==> src/rtl/riscv_ctrl_pkg.sv <==
// rtl/riscv_ctrl_pkg.sv - opcodes, state enum and control encodings for the multicycle RV32I controller
package riscv_ctrl_pkg;

  localparam logic [6:0] OP_LW  = 7'b0000011;
  localparam logic [6:0] OP_SW  = 7'b0100011;
  localparam logic [6:0] OP_R   = 7'b0110011;
  localparam logic [6:0] OP_I   = 7'b0010011;
  localparam logic [6:0] OP_JAL = 7'b1101111;
  localparam logic [6:0] OP_BEQ = 7'b1100011;

  typedef enum logic [3:0] {
    S_FETCH    = 4'd0,
    S_DECODE   = 4'd1,
    S_MEMADR   = 4'd2,
    S_MEMREAD  = 4'd3,
    S_MEMWB    = 4'd4,
    S_MEMWRITE = 4'd5,
    S_EXECR    = 4'd6,
    S_ALUWB    = 4'd7,
    S_EXECI    = 4'd8,
    S_JAL      = 4'd9,
    S_BEQ      = 4'd10,
    S_ERR      = 4'd11
  } state_e;

  localparam logic [1:0] ALUOP_ADD   = 2'b00;
  localparam logic [1:0] ALUOP_SUB   = 2'b01;
  localparam logic [1:0] ALUOP_FUNCT = 2'b10;

  localparam logic [1:0] RES_ALUOUT    = 2'b00;
  localparam logic [1:0] RES_DATA      = 2'b01;
  localparam logic [1:0] RES_ALURESULT = 2'b10;

  localparam logic [1:0] SRCA_PC    = 2'b00;
  localparam logic [1:0] SRCA_OLDPC = 2'b01;
  localparam logic [1:0] SRCA_A     = 2'b10;

  localparam logic [1:0] SRCB_WDATA = 2'b00;
  localparam logic [1:0] SRCB_IMM   = 2'b01;
  localparam logic [1:0] SRCB_FOUR  = 2'b10;

  function automatic logic [1:0] imm_src_of(input logic [6:0] op);
    case (op)
      OP_LW, OP_I: imm_src_of = 2'b00;
      OP_SW:       imm_src_of = 2'b01;
      OP_BEQ:      imm_src_of = 2'b10;
      OP_JAL:      imm_src_of = 2'b11;
      default:     imm_src_of = 2'b00;
    endcase
  endfunction

  // States that touch memory and therefore stretch by the wait-state count.
  function automatic logic is_mem_state(input state_e s);
    is_mem_state = (s == S_FETCH) || (s == S_MEMREAD) || (s == S_MEMWRITE);
  endfunction

endpackage

==> src/rtl/mem_wait_counter.sv <==
// rtl/mem_wait_counter.sv - per-state wait counter, done when count reaches MEM_LAT
module mem_wait_counter #(
  parameter int unsigned MEM_LAT = 0
) (
  input  logic clk,
  input  logic reset,
  input  logic clear_i,
  input  logic en_i,
  output logic done_o
);

  logic [2:0] cnt_q, cnt_d;

  always_comb begin
    cnt_d = cnt_q;
    if (clear_i)   cnt_d = '0;
    else if (en_i) cnt_d = cnt_q + 3'd1;
  end

  always_ff @(posedge clk or posedge reset) begin
    if (reset) cnt_q <= '0;
    else       cnt_q <= cnt_d;
  end

  assign done_o = (cnt_q == 3'(MEM_LAT));

endmodule

==> src/rtl/multicycle_controller.sv <==
// rtl/multicycle_controller.sv - Moore control FSM for the multicycle RV32I datapath
// Optional trap on unknown opcodes: define ILLEGAL_OP_TRAP_EN.
module multicycle_controller
  import riscv_ctrl_pkg::*;
#(
  parameter int unsigned MEM_LAT = 0
) (
  input  logic       clk,
  input  logic       reset,
  input  logic [6:0] op,
  input  logic       zero,
  output logic       PCWrite,
  output logic       AdrSrc,
  output logic       MemWrite,
  output logic       IRWrite,
  output logic [1:0] ResultSrc,
  output logic [1:0] ALUSrcA,
  output logic [1:0] ALUSrcB,
  output logic [1:0] ImmSrc,
  output logic       RegWrite,
  output logic [1:0] ALUOp,
  output logic [3:0] state_o,
  output logic       illegal_op
);

  state_e state_q, state_d;
  logic   wait_done;
  logic   pc_update, branch, mem_write_s, ir_write_s, reg_write_s;

  mem_wait_counter #(.MEM_LAT(MEM_LAT)) u_wait (
    .clk     (clk),
    .reset   (reset),
    .clear_i (state_d != state_q),
    .en_i    (is_mem_state(state_q) && !wait_done),
    .done_o  (wait_done)
  );

  always_ff @(posedge clk or posedge reset) begin
    if (reset) state_q <= S_FETCH;
    else       state_q <= state_d;
  end

  always_comb begin
    state_d     = state_q;
    pc_update   = 1'b0;
    branch      = 1'b0;
    AdrSrc      = 1'b0;
    mem_write_s = 1'b0;
    ir_write_s  = 1'b0;
    reg_write_s = 1'b0;
    ResultSrc   = RES_ALUOUT;
    ALUSrcA     = SRCA_PC;
    ALUSrcB     = SRCB_WDATA;
    ALUOp       = ALUOP_ADD;
    case (state_q)
      S_FETCH: begin
        ALUSrcB    = SRCB_FOUR;
        ResultSrc  = RES_ALURESULT;
        ir_write_s = wait_done;
        pc_update  = wait_done;
        if (wait_done) state_d = S_DECODE;
      end
      S_DECODE: begin
        ALUSrcA = SRCA_OLDPC;
        ALUSrcB = SRCB_IMM;
        case (op)
          OP_LW, OP_SW: state_d = S_MEMADR;
          OP_R:         state_d = S_EXECR;
          OP_I:         state_d = S_EXECI;
          OP_JAL:       state_d = S_JAL;
          OP_BEQ:       state_d = S_BEQ;
`ifdef ILLEGAL_OP_TRAP_EN
          default:      state_d = S_ERR;
`else
          default:      state_d = S_FETCH;
`endif
        endcase
      end
      S_MEMADR: begin
        ALUSrcA = SRCA_A;
        ALUSrcB = SRCB_IMM;
        state_d = (op == OP_LW) ? S_MEMREAD : S_MEMWRITE;
      end
      S_MEMREAD: begin
        AdrSrc = 1'b1;
        if (wait_done) state_d = S_MEMWB;
      end
      S_MEMWB: begin
        ResultSrc   = RES_DATA;
        reg_write_s = 1'b1;
        state_d     = S_FETCH;
      end
      S_MEMWRITE: begin
        AdrSrc      = 1'b1;
        mem_write_s = wait_done;
        if (wait_done) state_d = S_FETCH;
      end
      S_EXECR: begin
        ALUSrcA = SRCA_A;
        ALUOp   = ALUOP_FUNCT;
        state_d = S_ALUWB;
      end
      S_EXECI: begin
        ALUSrcA = SRCA_A;
        ALUSrcB = SRCB_IMM;
        ALUOp   = ALUOP_FUNCT;
        state_d = S_ALUWB;
      end
      S_ALUWB: begin
        reg_write_s = 1'b1;
        state_d     = S_FETCH;
      end
      S_JAL: begin
        ALUSrcA   = SRCA_OLDPC;
        ALUSrcB   = SRCB_FOUR;
        pc_update = 1'b1;
        state_d   = S_ALUWB;
      end
      S_BEQ: begin
        ALUSrcA = SRCA_A;
        ALUOp   = ALUOP_SUB;
        branch  = 1'b1;
        state_d = S_FETCH;
      end
      S_ERR:   state_d = S_ERR;
      default: state_d = S_FETCH;
    endcase
  end

  // Reset parks the FSM in Fetch asynchronously; strobes must not fire while it is held.
  assign PCWrite  = ~reset & (pc_update | (branch & zero));
  assign MemWrite = ~reset & mem_write_s;
  assign IRWrite  = ~reset & ir_write_s;
  assign RegWrite = ~reset & reg_write_s;
  assign ImmSrc   = imm_src_of(op);
  assign state_o  = state_q;

`ifdef ILLEGAL_OP_TRAP_EN
  logic illegal_q, illegal_d;
  assign illegal_d = illegal_q | (state_d == S_ERR);
  always_ff @(posedge clk or posedge reset) begin
    if (reset) illegal_q <= 1'b0;
    else       illegal_q <= illegal_d;
  end
  assign illegal_op = illegal_q;
`else
  assign illegal_op = 1'b0;
`endif

endmodule

==> config.mk <==
export PLATFORM = sky130hd
export DESIGN_NAME = multicycle_controller
export DESIGN_NICKNAME = d
export VERILOG_FILES = /design/src/rtl/riscv_ctrl_pkg.sv /design/src/rtl/mem_wait_counter.sv /design/src/rtl/multicycle_controller.sv
export SDC_FILE = /design/constraint.sdc
export NUM_CORES = 1
export LEC_CHECK = 0
export ABC_CLOCK_PERIOD_IN_PS = 4000
export BUFFER_PORTS_ARGS = -buffer_cell sky130_fd_sc_hd__buf_2
export CAP_MARGIN = 10
export CORE_UTILIZATION = 40
export CTS_CLUSTER_SIZE = 10
export DETAILED_ROUTE_END_ITERATION = 7
export GPL_ROUTABILITY_DRIVEN = 1
export GPL_TIMING_DRIVEN = 0
export PLACE_DENSITY = 0.67
export SYNTH_ARGS = -nofsm -noshare
export SYNTH_HDL_FRONTEND = slang
export SYNTH_SLANG_ARGS = --single-unit
==> constraint.sdc <==
create_clock -name clk -period 4 [get_ports clk]
set_input_delay 0.8 -clock clk [delete_from_list [all_inputs] [get_ports clk]]
set_output_delay 0.8 -clock clk [all_outputs]
set_load 0.02 [all_outputs]
* After elaboration in Yosys (flattened, before gate mapping)
Cells that the tools add are included.
Word-level totals: bits in registers 7, latch bits 0, memory bits (writable) 0, memory bits (read-only) 0, input port bits 10, output and inout port bits 20, word-level logic and storage cells 63, memories 0
Operators by class: $add $sub $neg 1, $mul 0, div/mod/pow operators 0, $lt $le $gt $ge 0, equality and inequality tests 18, shift-type cells 0, muxes and demuxes 19, bitwise logic cells 7, reduce and logical (&&, ||, !) cells 16
Operator list (count):
- one-hot mux 4 bit (7 select lines) | 1
- one-hot mux 4 bit (5 select lines) | 1
- == test 4 x 3 -> 1 bit (second input constant) | 4
- == test 4 bit (second input constant) | 4
- one-hot mux 2 bit (2 select lines) | 4
- == test 7 x 6 -> 1 bit (second input constant) | 2
- == test 7 bit (second input constant) | 2
- two-way mux 4 bit | 3
- OR reduction 2 bit | 6
- two-way mux 3 bit | 3
- == test 4 x 2 -> 1 bit (second input constant) | 2
- == test 7 x 2 -> 1 bit (second input constant) | 1
- == test 7 x 5 -> 1 bit (second input constant) | 1
- one-hot mux 2 bit (3 select lines) | 1
- OR reduction 3 bit | 2
- bitwise AND 1 bit | 5
- two-way mux 1 bit | 5
- == test 4 x 1 -> 1 bit (second input constant) | 1
- zero test 4 bit | 1
- inequality test 4 bit | 1
- OR reduction 4 bit | 1
- adder 3 x 1 -> 3 bit (second input constant) | 1
- zero test 3 bit | 1
- logical OR 1 bit | 2
- 6 further kinds | 6

* Longest topological paths before layout
Gate-level depths: netlist (run 1).
depth in word-level cells 6, gate-level depth with buffers 8

* Cells and area by module
A second synthesis (run 1) with hierarchy kept.
Unflattened totals: cells, all modules 112, area, all modules 862.1 µm²
Modules (own cells, without submodules):
- multicycle_controller | times used 1, cells an instance 96, area each 695.7 µm², sequential area each 100.1 µm²
- mem_wait_counter | times used 1, cells an instance 16, area each 166.4 µm², sequential area each 75.1 µm²

* Worst setup path before layout (run 1)
OpenSTA, ideal clock, no wires.
path kind reg-to-output, start point reg u_wait.cnt_q[0], end point out PCWrite, arrival 1.779 ns, required time 3.200 ns, slack 1.421 ns, cell stages (with the launch flop) 9, path buffers 1, cells stage by stage dfrtp_1 -> inv_1 -> ha_1 -> nand2b_1 -> clkbuf_1 -> or3_1 -> a21oi_1 -> a31oi_1 -> nor3_1
Between the ends: cells in the longest elaborated chain, start to end 4
RTL lines:
- from (decl) | line mem_wait_counter.sv:12 | logic [2:0] cnt_q, cnt_d;
- from (signal assigned) | line mem_wait_counter.sv:22 | else cnt_q <= cnt_d;
- zero test 3 bit | line mem_wait_counter.sv:25 | assign done_o = (cnt_q == 3'(MEM_LAT));
- one-hot mux 1 bit (2 select lines) | line multicycle_controller.sv:55 | case (state_q)
- bitwise OR 1 bit | line multicycle_controller.sv:131 | assign PCWrite = ~reset & (pc_update | (branch & zero));
- bitwise AND 1 bit | line multicycle_controller.sv:131
- to (decl) | line multicycle_controller.sv:12 | output logic PCWrite,
Every way passes these cells.

* Worst setup path in the final report (run 1)
Ends and elaborated chain as after synthesis.

==> out/qor.txt, run 1 <==
Final Hold Vio Count: 0
DRC errors left: 0
1st-pass router iterations: 4
htree depth: 1
post-synthesis mux area share: 1.71%
Buf+Inv Stages, Crit Path: 3
xor/xnor share of the synthesized area: 5.44%
clock tree buffer depth: 2
non-filler cells, final: 172
antenna viol nets, final: 0
Synth async-reset ratio: 100%
Num CTS Buffers: 3
layout cells sized above 1: 25.2%
leakage power figure: 0.501 nW
fmax: 0.349 GHz
Syn Std Cell Area: 805 um^2
Yosys warning count: 0
register bit count reported by yosys: 7
RSZ-0062 raised after global routing: false
nets@finish: 160
grt ovf: 0
first-pass GRT wire length: 3280 um
Std-Cell Rows: 15
Setup TNS Final: 0 ps
syn_nets: 127
Cells after DPL: 168
Worst Clk Skew: 4.90 ps
Crit. Startpoint: u_wait.cnt_q[0]
total number of vias: 917
cell with the most instances after synthesis: nor2_1
CP endpoint kind: output pin
die width: 46.8 um
top cell type's share of synthesized area: 21.8%
Synth Area in Adders: 4.35%
number of synthesized flops with an enable pin: 0
Netlist cell types: 36
Clock transition at path regs: 50 ps
max cap viols: 0
pin count of the biggest net entering global routing: 11
main area contributors after synthesis: dfrtp_1 22%, nor2_1 6.5%, nor3_1 6.2%
syn avg cell area: 7.00 um^2
sequential cell area fraction in the yosys report: 21.8%
DPL Wire Length: 1580 um
antenna cells: 0
critical path's largest stage delay: 400 ps
worst-path maximum fanout: 10
DR vias/cell: 5.33
Routed wire per std cell: 11.6 um
Multi-input gate area: 559 um^2
power per cell area: 395 nW/um^2
crit-path cells: inv_1 -> ha_1 -> nand2b_1 -> clkbuf_1 -> or3_1 -> a21oi_1 -> a31oi_1 -> nor3_1 -> buf_2
post-synthesis compound-gate area fraction: 18.2%
arrival time worst endpoint: 2070 ps
final worst path period share: 71.6%
list of most frequent post-synthesis cells: 14 x nor2_1, 10 x nor3_1, 8 x o21ai_0
register area: 175 um^2
CTS tree: yes
FF-to-FF setup slack: 2020 ps
Worst Setup Start Kind: register
total power: 396 uW
HP Class: primary input to async pin
worst r2r dst: u_wait.cnt_q[2]
Final min period: 2870 ps
final WL: 1990 um
final RePlAce weighted congestion: 0.780
Synth area leader: dfrtp_1
Total GRT Usage: 20.5%
die area: 2190 um^2
post-CTS setup buffer count: 0
CP Data Required Time: 3200 ps
clk_lat worst skew: 250 ps
fill count: 198
Sink Count: 7
initial antenna violation count: 0
die height: 46.8 um
simple-gate area share of the yosys netlist: 39.3%
hold buffer count at cts: 0
number of port buffers: 28
status: complete, no violations
CTS resizes: 0
reg2reg start: u_wait.cnt_q[0]
Initial Util: 44.7%
IO Count: 30
clk root buf: clkbuf_4
number of DRC markers in iteration 0: 17
Core ar.: 1800 um^2
Pins Over Slew Limit: 0
critical path type: register to output pin
slowest CP cell: dfrtp_1
vias in the first global route: 788
Main synth FF type: dfrtp_1
Worst IR Drop VDD: 236 uV
critical path's top delay family: simple AND/OR/NAND/NOR gates
Layout area overhead: 24.6%
largest family of logic cells by synthesized area: simple AND/OR/NAND/NOR gates
R2R cell count: 8
final setup violation count: 0
Synth Instances: 115
per-layer routing:
layer | GRT usage [%] | vias up | routed length, um
li1 | - | 472 | -
met1 | 27.3 | 407 | 943
met2 | 35.3 | 38 | 924
met3 | 4.62 | 0 | 123
met4 | 1.71 | 0 | 0
met5 | 0 | - | 0
worst max path at each step:
stage                    to  slack (ps)  cells after the start
finish              PCWrite        1130                      9
global route        PCWrite         990                      9
CTS                 PCWrite        1120                      9
detailed placement  PCWrite        1410                      9
global placement    PCWrite        1410                      9
floorplan           PCWrite        1420                      8
worst reg2reg max path, stage by stage, from the launching register on:
cell,delay [ps]
dfrtp_1,380
inv_1,60
ha_1,210
nand2b_1,90
clkbuf_1,340
a31oi_1,150
o22a_1,260
mux2i_2,180
nor3_1,220
layout by cell type (no fill, tap or decap), types with 4 or more instances in the layout:
cell / n
nand2_1: 5
o21ai_0: 8
nor3_1: 10
clkbuf_1: 6
a31oi_1: 4
inv_1: 6
nand3_1: 4
a21oi_1: 6
buf_2: 30
nand2b_1: 7
dfrtp_1: 7
nor2_1: 14
nor2b_1: 4
layout make-up:
class / instances / share of cell area [%]
Buffer: 9 / 4.74
Clock buffer: 4 / 2.62
Inverter: 6 / 2.25
Multi-Input combinational cell: 93 / 55.8
Sequential cell: 7 / 17.5
Tap cell: 25 / 3.12
Timing Repair Buffer: 28 / 14.0
power by group:
| group | switching (mW) | internal, mW |
|---|---|---|
| logic | 0.162 | 0.0833 |
| clock network | 0.0258 | 0.0381 |
| registers | 0.00863 | 0.0777 |
| total | 0.197 | 0.199 |
stage by stage:
stage / worst slack, ps / hold WS, ps / instance area [um^2] / utilization (%)
after floorplan: 1420 / 551 / 805 / -
after global placement: 1410 / 585 / 976 / 54.2
after detailed placement: 1410 / 589 / 976 / 54.2
after CTS: 1120 / 510 / 1000 / 55.6
after global routing: 989 / 523 / 1000 / 55.6
final: 1130 / 512 / 1000 / 55.6
flip-flops by register name, indices dropped and copies added (netlist names):
signal,flops
u_wait.cnt_q,3
state_o,4
kinds of logic (layout without fill, tap and decap cells):
| logic type | count (synthesis) | in the layout |
|---|---|---|
| simple gates | 59 | 59 |
| compound gates | 24 | 24 |
| buf+inv | 15 | 47 |
| flops | 7 | 7 |
| xor+xnor | 5 | 5 |
| fa+ha+maj | 3 | 3 |
| other cells | 1 | 1 |
| mux | 1 | 1 |
Power figures use the tool's default switching activity.
==> run 2: changes to the inputs <==
--- a/config.mk
+++ b/config.mk
@@ -5,7 +5,8 @@
 export SDC_FILE = /design/constraint.sdc
 export NUM_CORES = 1
 export LEC_CHECK = 0
-export ABC_CLOCK_PERIOD_IN_PS = 4000
+export ABC_AREA = 1
+export ABC_CLOCK_PERIOD_IN_PS = 2610
 export BUFFER_PORTS_ARGS = -buffer_cell sky130_fd_sc_hd__buf_2
 export CAP_MARGIN = 10
 export CORE_UTILIZATION = 40
@@ -13,7 +14,7 @@
 export DETAILED_ROUTE_END_ITERATION = 7
 export GPL_ROUTABILITY_DRIVEN = 1
 export GPL_TIMING_DRIVEN = 0
-export PLACE_DENSITY = 0.67
+export PLACE_DENSITY = 0.7
 export SYNTH_ARGS = -nofsm -noshare
 export SYNTH_HDL_FRONTEND = slang
 export SYNTH_SLANG_ARGS = --single-unit
==> constraint.sdc (replaced) <==
create_clock -name clk -period 2.61 [get_ports clk]
set_input_delay 0.522 -clock clk [delete_from_list [all_inputs] [get_ports clk]]
set_output_delay 0.522 -clock clk [all_outputs]
set_load 0.02 [all_outputs]
==> run 2 against run 1 <==
Power rose by 53%. Area after synthesis fell by 1.1%. Register-to-register slack got worse by 1000 ps. Final cell count rose by 13%. Worst hold slack got worse by 290 ps. Clock-buffer cell count fell by 1. Synthesized cell count rose by 20%. Die area fell by 1.0%. Combinational power rose by 47%. Setup slack got worse by 650 ps. Wire length fell by 7.6%.
==> out/qor.txt, run 2 <==
clock tree buffer depth: 2
list of most frequent post-synthesis cells: 39 x nand2_1, 19 x inv_1, 19 x nand3_1
die height: 46.6 um
final WL: 1840 um
HP Class: primary input to async pin
die area: 2170 um^2
1st-pass router iterations: 4
Clock transition at path regs: 60 ps
IO Count: 30
DRC errors left: 0
hold buffer count at cts: 0
final RePlAce weighted congestion: 0.906
grt ovf: 0
nets@finish: 183
antenna cells: 0
Synth Instances: 138
Main synth FF type: dfrtp_1
clk_lat worst skew: 260 ps
clk root buf: clkbuf_4
Yosys warning count: 0
most common cell after layout, fill and taps aside: nand2_1
CTS tree: yes
Core ar.: 1800 um^2
Cells after DPL: 191
CTS resizes: 0
Synth area leader: dfrtp_1
Num CTS Buffers: 3
first-pass GRT wire length: 3110 um
Synth async-reset ratio: 100%
Netlist cell types: 25
CP Data Required Time: 2090 ps
cell with the most instances after synthesis: nand2_1
Sink Count: 7
Std-Cell Rows: 15
sequential cell area fraction in the yosys report: 22.0%
Initial Util: 44.2%
htree depth: 1
DR vias/cell: 4.85
syn avg cell area: 5.77 um^2
total number of vias: 946
Routed wire per std cell: 9.44 um
number of port buffers: 28
non-filler cells, final: 195
fmax: 0.471 GHz
setup ws final: 487 ps
Core Util, Final: 55.2%
pin count of the biggest net entering global routing: 9
top cell type's share of synthesized area: 22.0%
Worst Clk Skew: 11.5 ps
final worst path period share: 81.4%
RSZ-0062 raised after global routing: false
Final Hold Vio Count: 0
Layout area overhead: 25.0%
syn_nets: 150
Total GRT Usage: 20.2%
main area contributors after synthesis: dfrtp_1 22%, nand2_1 18%, nand3_1 12%
DPL Wire Length: 1600 um
Syn Std Cell Area: 796 um^2
number of DRC markers in iteration 0: 24
post-route cell area: 995 um^2
Worst IR Drop VDD: 319 uV
post-CTS setup buffer count: 0
status: complete, no violations
worst hold slack: 222 ps
register bit count reported by yosys: 7
die width: 46.6 um
critical path type: register to output pin
CP endpoint kind: output pin
power per cell area: 608 nW/um^2
total power: 605 uW
Setup TNS Final: 0 ps
pre-CTS setup slack: 590 ps
Final min period: 2120 ps
max reg flops: 4
DP Area: 967 um^2
Pins Over Slew Limit: 0
Worst Setup Start Kind: register
initial antenna violation count: 0
max cap viols: 0
number of synthesized flops with an enable pin: 0
worst-path maximum fanout: 8
vias in the first global route: 811
layout cells sized above 1: 29.4%
antenna viol nets, final: 0
leakage power figure: 0.628 nW
final setup violation count: 0
arrival time worst endpoint: 1600 ps
commonest non-fill, non-tap cells in the layout: 39 x nand2_1, 28 x buf_2, 19 x inv_1, 19 x nand3_1, 15 x nor2_1
-- run 2: cell count changes in the layout (fill, tap and decap cells not counted), sizes merged, moves of 4 or more --
cell / change
nor2: +6
nand2b: -7
clkbuf: -6
nand2: +38
nor2b: -4
inv: +18
nor3: -6
a21oi: -5
nand3: +17
-- run 2: final cells by class --
cell class | instances | area (um^2)
inverters | 26 | 97.6
clock inverters | 1 | 5.00
multi-input cells | 104 | 515
repair buffers | 28 | 140
flip-flops and latches | 7 | 175
plain buffers | 1 | 7.51
fillers | 207 | 807
clock buffers | 3 | 22.5
well taps | 25 | 31.3
-- run 2: cell families (layout without fill, tap and decap cells) --
logic type,after synthesis,after routing,synth area share (%)
simple gates,90,90,53.0
buf+inv,27,59,13.2
flops,7,7,22.0
xor+xnor,1,1,1.10
fa+ha+maj,2,2,3.14
compound gates,10,10,7.07
other cells,1,1,0.471
-- run 2: where the power goes --
part	internal, mW	total (mW)	switching [mW]	leakage, nW
Sequential	0.119	0.143	0.0243	0.0955
Clock	0.0562	0.100	0.0439	0.0177
Combinational	0.113	0.362	0.249	0.515
Total	0.288	0.605	0.317	0.628
-- run 2: worst paths after layout --
path / from / endpoint / slack (ps) / cells after the start
min in group clk: u_wait.cnt_q[1] / u_wait.cnt_q[1] / 590 / 2
hold / removal: reset / u_wait.cnt_q[2] / 220 / 2
setup reg to reg: state_o[2] / u_wait.cnt_q[2] / 990 / 9
max in group asynchronous: reset / u_wait.cnt_q[0] / 2160 / 2
setup / recovery: state_o[2] / PCWrite / 490 / 4
hold reg to reg: u_wait.cnt_q[1] / u_wait.cnt_q[1] / 590 / 2
-- run 2: routing by layer --
metal,global-route usage (%),wire (um)
met3,2.35,95
met1,25.6,905
met2,33.3,820
met5,0,0
met4,10.0,19
-- run 2: critical path, stage by stage, from the launching register on --
cell and delay (ps):
dfrtp_1 480, nor2_2 300, nand3_1 200, a31oi_1 180, buf_2 180
